**config.mk**
```make
export PLATFORM = sky130hd
export DESIGN_NAME = stream_rr_arbiter
export DESIGN_NICKNAME = d
export VERILOG_FILES = /design/src/rtl/stream_rr_arbiter.sv
export SDC_FILE = /design/constraint.sdc
export NUM_CORES = 1
export LEC_CHECK = 0
export BUFFER_PORTS_ARGS = -buffer_cell sky130_fd_sc_hd__buf_4
export CAP_MARGIN = 10
export CORE_MARGIN = 3
export CORE_UTILIZATION = 43
export CTS_CLUSTER_SIZE = 30
export DETAILED_ROUTE_END_ITERATION = 6
export PLACE_DENSITY = 0.9
export SLEW_MARGIN = 40
export SYNTH_ARGS = -nofsm -noshare
export SYNTH_HDL_FRONTEND = slang
export SYNTH_SLANG_ARGS = --single-unit
```
**constraint.sdc**
```tcl
create_clock -name i_clk -period 2.9 [get_ports i_clk]
set_input_delay 0 -clock i_clk [delete_from_list [all_inputs] [get_ports i_clk]]
set_output_delay 0 -clock i_clk [all_outputs]
set_load 0.03 [all_outputs]
```
**src/rtl/stream_rr_arbiter.sv**
```systemverilog
// stream_rr_arbiter: round-robin merge of N_CH valid/ready streams into one registered output slice.
// Optional packet lock is enabled by defining STREAM_RR_ARBITER_PKT_LOCK_EN. When it is defined, a granted
// channel keeps the grant until it sends a beat with last=1.
module stream_rr_arbiter #(
  parameter int N_CH = 4,
  parameter int WIDTH = 32,
  localparam int CH_W = (N_CH > 1) ? $clog2(N_CH) : 1
) (
  input  logic                    i_clk,
  input  logic                    i_rst_n,
  input  logic [N_CH-1:0]         i_in_valid,
  output logic [N_CH-1:0]         o_in_ready,
  input  logic [N_CH*WIDTH-1:0]   i_in_data,
  input  logic [N_CH-1:0]         i_in_last,
  output logic                    o_out_valid,
  input  logic                    i_out_ready,
  output logic [WIDTH-1:0]        o_out_data,
  output logic                    o_out_last,
  output logic [CH_W-1:0]         o_out_ch
);
  localparam logic [CH_W:0]   N_CH_L  = (CH_W+1)'(N_CH);
  localparam logic [CH_W-1:0] LAST_CH = CH_W'(N_CH-1);
  logic              out_valid_q, out_valid_d;
  logic [WIDTH-1:0]  out_data_q, out_data_d;
  logic              out_last_q, out_last_d;
  logic [CH_W-1:0]   out_ch_q, out_ch_d;
  logic [CH_W-1:0]   ptr_q, ptr_d;
  logic [N_CH-1:0]   elig;
  logic [N_CH-1:0]   in_ready;
  logic [CH_W-1:0]   grant;
  logic [CH_W:0]     sum;
  logic              found;
  logic              load;
  logic              fire;
  logic [WIDTH-1:0]  sel_data;
  logic              sel_last;
`ifdef STREAM_RR_ARBITER_PKT_LOCK_EN
  logic              lock_q, lock_d;
  logic [CH_W-1:0]   lock_ch_q, lock_ch_d;
  logic [N_CH-1:0]   lock_mask;
  assign lock_mask = N_CH'(1) << lock_ch_q;
  assign elig      = lock_q ? (i_in_valid & lock_mask) : i_in_valid;
`else
  assign elig      = i_in_valid;
`endif
  assign load  = !out_valid_q || i_out_ready;
  assign fire  = load && found;
  // Search eligible channels starting at ptr and wrapping at N_CH; the first hit wins.
  always_comb begin
    grant = '0;
    found = 1'b0;
    sum   = '0;
    for (int i = 0; i < N_CH; i++) begin
      sum = {1'b0, ptr_q} + (CH_W+1)'(i);
      if (sum >= N_CH_L) sum = sum - N_CH_L;
      if (!found && elig[sum[CH_W-1:0]]) begin
        found = 1'b1;
        grant = sum[CH_W-1:0];
      end
    end
  end
  // Steer the granted channel's beat to the output and raise only its ready.
  always_comb begin
    sel_data = '0;
    sel_last = 1'b0;
    in_ready = '0;
    for (int i = 0; i < N_CH; i++) begin
      if (grant == CH_W'(i)) begin
        sel_data    = i_in_data[i*WIDTH +: WIDTH];
        sel_last    = i_in_last[i];
        in_ready[i] = fire;
      end
    end
  end
  assign o_in_ready = in_ready;
  // Output slice refills whenever it is empty or being drained; the pointer moves past the winner.
  always_comb begin
    out_valid_d = out_valid_q;
    out_data_d  = out_data_q;
    out_last_d  = out_last_q;
    out_ch_d    = out_ch_q;
    ptr_d       = ptr_q;
    if (load) out_valid_d = found;
    if (fire) begin
      out_data_d = sel_data;
      out_last_d = sel_last;
      out_ch_d   = grant;
      ptr_d      = (grant == LAST_CH) ? '0 : grant + CH_W'(1);
    end
  end
  // Output and pointer registers, cleared immediately by reset.
  always_ff @(posedge i_clk or negedge i_rst_n) begin
    if (!i_rst_n) begin
      out_valid_q <= 1'b0;
      out_data_q  <= '0;
      out_last_q  <= 1'b0;
      out_ch_q    <= '0;
      ptr_q       <= '0;
    end else begin
      out_valid_q <= out_valid_d;
      out_data_q  <= out_data_d;
      out_last_q  <= out_last_d;
      out_ch_q    <= out_ch_d;
      ptr_q       <= ptr_d;
    end
  end
`ifdef STREAM_RR_ARBITER_PKT_LOCK_EN
  // A non-final beat pins the grant to its channel; the final beat releases it.
  always_comb begin
    lock_d    = lock_q;
    lock_ch_d = lock_ch_q;
    if (fire) begin
      lock_d    = !sel_last;
      lock_ch_d = grant;
    end
  end
  // Packet lock registers.
  always_ff @(posedge i_clk or negedge i_rst_n) begin
    if (!i_rst_n) begin
      lock_q    <= 1'b0;
      lock_ch_q <= '0;
    end else begin
      lock_q    <= lock_d;
      lock_ch_q <= lock_ch_d;
    end
  end
`endif
  assign o_out_valid = out_valid_q;
  assign o_out_data  = out_data_q;
  assign o_out_last  = out_last_q;
  assign o_out_ch    = out_ch_q;
endmodule
```
==> results by stage <==
Timing:
- The shortest clock period the worst path allows after layout is ~2.5 ns.
- For the final database, setup skew stands at between 0.003 and 0.004 ns.
- Setup repair after global routing left no endpoint under its margin.
- The timing-limited maximum frequency is approximately 400 MHz.
- The actual slew at the worst max-slew pin is 0.704 ns.
- Of the available clock period, the critical path in the final layout requires 0.868.
- The final max-slew violation count is 0.
- For the final routed database, the setup TNS stands at 0 ns.
- The worst-case headroom to the max-slew limit is 0.531.
- The hold violation total from the final report was 0.
- Setup violations remaining at the end of the flow were counted as 0.

Power and ir drop:
- Of the total power, combinational logic draws 0.657.
- The sequential cell fraction of total power is 0.242.
- The power density over cell area is approximately 830 nW/um^2.
- The total power after layout is 3780 uW.
- The internal power is ~2000 uW.
- Summed over all nets, the switching power comes to around 1700 uW.
- The total leakage power is about 0.0021 uW.
- Of the total power, the clock network draws 0.101.
- The largest vdd supply drop is around 640 uV.
- Of the total power, the share spent switching nets is 0.460.

Setup path:
- The number of cells on the worst reg-to-reg path is 7.
- STA classifies the critical path endpoint as an output port.
- The end of the worst register-to-register path is o_out_data[13]$_DFFE_PN0N_.
- At the worst endpoint, the arrival time is between 2 and 3 ns.
- The launch instance of the worst register-to-register path is ptr_q[0]$_DFFE_PN0N_.
- Tracing the worst setup path back leads to its startpoint at ptr_q[1]$_DFFE_PN0N_.
- The peak fanout along the critical path is 67.
- The type of origin of the critical path is a register.
- The data required time at the worst endpoint is around 2.9 ns.
- The worst setup path category is reg -> out.
- The internal reg-to-reg setup slack is roughly 0.47 ns.

Die:
- 179 I/O pins were placed.
- The starting utilization of the core area is 0.457.
- The floorplan die area is 7430 sq um.
- The number of core rows is 28.
- The floorplan step set the die height to ~86 um.
- The region available for standard cell placement spans about 6100 sq um.
- The die width is roughly 86 um.

Synthesis:
- In this run the cell area of the synthesized design comes to approximately 2800 sq um.
- The count of synthesis-stage warnings from yosys is 0.
- The instance count of the mapped netlist is about 350.
- The number of synthesized flops with an enable pin is 0.
- The mean instance size in the synthesized netlist is roughly 8.0 sq um.
- The register bit total from synthesis is 38.
- The dominant synthesized flop cell is sky130_fd_sc_hd__dfrtp_1.
- The proportion of synthesized flip-flops having asynchronous set or reset is 1.00.
- The share of synthesized area occupied by flip-flops and latches is 0.344.
- The number of nets handed over by synthesis was 488.
- The number of distinct library cell variants in the gate-level netlist after synthesis is 32.

Finish:
- The multi-input combinational cells in the finished layout cover a total of approximately 1500 sq um.
- The final design area excluding fillers is 4540 sq um.
- The most frequent standard cell in the layout excluding fill and tap cells is sky130_fd_sc_hd__buf_4.
- The layout has between 400 and 500 filler cells.
- The footprint of the flip-flops and latches is between 900 and 1000 sq um.
- The ratio of cells with drive above 1 in the final layout is 0.381.
- Relative to the synthesized area, the layout overhead comes to 64.2%.
- Leaving out fill and tap cells, the most frequent cells in the layout are 185 x sky130_fd_sc_hd__buf_4, 68 x sky130_fd_sc_hd__a21oi_1, 38 x sky130_fd_sc_hd__dfrtp_1.
- At the end of the flow, the number of nets in the layout was about 680.
- 0 antenna diodes ended up in the layout.

CTS:
- The clock sink count is 38.
- The number of CTS-inserted buffers is 5.
- The CTS tree is yes.
- The clock tree synthesis step divided the H-tree into 2 levels.
- The post-CTS clock slew at the launch and capture registers of the worst setup and hold paths is approximately 0.08 ns.
- The number of buffers inserted to repair setup after CTS is 0.
- No sink is reached through more buffers than the 2 on the longest clock path.
- The later pin in the worst-skew pair is clocked with a latency of about 0.28 ns.
- The cell at the root of the clock tree is sky130_fd_sc_hd__clkbuf_8.

Global routing:
- The via count of the first global-routing pass is approximately 3500.
- Entering global routing, the biggest net connects approximately 70 pins.
- For this run, the total global-route usage over all layers was measured as 0.275.
- The total overflow left after global routing is 0.
- The number of antenna violations at the first check in global routing came to 0.
- The global-route wire length before repair is between 15000 and 20000 um.

Detailed routing:
- Summed over all layers, the routed wires come to 10800 um.
- In the routed layout, each cell is associated on average with a via count of ~6.
- The number of detailed-routing iterations run before antenna repair is 5.
- The count of antenna-violating nets left after detailed routing is 0.
- The DRC marker count from the first detailed-route iteration is between 200 and 300.
- The via count of the routed design is between 3000 and 4000.
- Dividing the detail-routed wire length by the instance count gives 17.7 um.
- In the routed design, unresolved DRC markers number 0.

Hold path:
- The launch point of the worst hold path is i_in_data[110].
- For hold timing, the worst endpoint is o_out_data[14]$_DFFE_PN0N_.
- The worst hold path was traced through 3 stages.
- The tightest min-delay check is of the in -> reg type.

Place:
- The area of placed instances is 4130 sq um.
- The half-perimeter wire length after placement is 7140 um.
- The count of buffers added on input and output ports is between 150 and 200.
- The last weighted congestion value of the routability-driven placer is approximately 0.86.

Run status:
- The flow ran to the end, and the final reports show no timing, DRC or antenna violations.

Flow run:
- The max-cap violation count is 0.
-- logic make-up (layout without fill, tap and decap cells) --
kind of cell / Yosys count / after routing / synth area share
fa+ha+maj: 4 / 4 / 0.0181
buf+inv: 73 / 261 / 0.111
mux: 2 / 2 / 0.00904
compound gates: 142 / 142 / 0.339
simple gates: 86 / 86 / 0.180
flops: 38 / 38 / 0.344
-- sequential cells by signal, indices dropped and copies added, names as in the netlist --
name         flops
o_out_data      32
o_out_ch         2
ptr_q            2
o_out_last       1
o_out_valid      1
-- power groups by stage --
stage | logic [uW] | registers [uW] | clock network, uW
3_5_place_dp | 2430 | 919 | 0
6_report | 2480 | 916 | 380
3_3_place_gp | 2370 | 908 | 0
5_1_grt | 2660 | 951 | 413
2_1_floorplan | 1140 | 1350 | 0
4_1_cts | 2470 | 914 | 386
-- worst max path at each step --
stage	depth (start not counted)	to	slack, ns
5_1_grt	6	o_in_ready[3]	0.16
2_1_floorplan	8	o_out_data[10]$_DFFE_PN0N_	0.67
3_3_place_gp	6	o_out_data[1]$_DFFE_PN0N_	0.43
3_5_place_dp	7	o_out_data[14]$_DFFE_PN0N_	0.54
6_report	6	o_in_ready[3]	0.38
4_1_cts	6	o_in_ready[3]	0.38
-- metal layers --
metal  up-vias  GRT usage  wire [um]
met4         0     0.0836        227
met5         -          0          0
met1      1673      0.328       3970
met2       204      0.493       5500
li1       1645          -          -
met3        24     0.0618       1070
-- worst max-delay path: stages (launching register included) --
cell and delay (ns):
sky130_fd_sc_hd__dfrtp_1 0.46, sky130_fd_sc_hd__nand4b_1 0.13, sky130_fd_sc_hd__o21ai_0 0.14, sky130_fd_sc_hd__nor3_1 0.41
sky130_fd_sc_hd__ha_4 0.65, sky130_fd_sc_hd__and3_1 0.26, sky130_fd_sc_hd__buf_4 0.16
-- stage by stage --
step | util | setup slack (ns) | cells | hold WS, ns
detailed placement | 0.682 | 0.540 | 568 | 0.00448
floorplan | - | 0.667 | 345 | -0.296
global route | 0.750 | 0.160 | 608 | 0.0329
CTS | 0.750 | 0.383 | 608 | 0.00495
finish | 0.750 | 0.382 | 608 | 0.0208
global placement | 0.680 | 0.428 | 568 | 0.00244
-- area by class of cell --
| class | instances | area share |
|---|---|---|
| clock buffer | 7 | 0.0190 |
| multi-input combinational | 234 | 0.337 |
| clock inverter | 1 | 0.00110 |
| timing repair buffer | 219 | 0.385 |
| inverter | 34 | 0.0281 |
| sequential | 38 | 0.209 |
| tap | 75 | 0.0207 |
-- Yosys cell counts (all sizes together), types with 3 or more instances --
master / n / area [sq um]
nand2b: 3 / 18.8
and3: 4 / 25.0
a221o: 33 / 330
clkbuf: 26 / 97.6
nand3b: 33 / 248
dfrtp: 38 / 951
nand2: 37 / 139
inv: 34 / 128
buf: 13 / 81.3
ha: 4 / 50.1
a31oi: 34 / 213
a21oi: 68 / 340
-- what timing repair did --
action | CTS | global route
hold endpoints to repair | 69 | 0
hold buffers | 32 | 0
resized for setup | 0 | 0
Note: power is estimated with default switching activity, not from simulation.
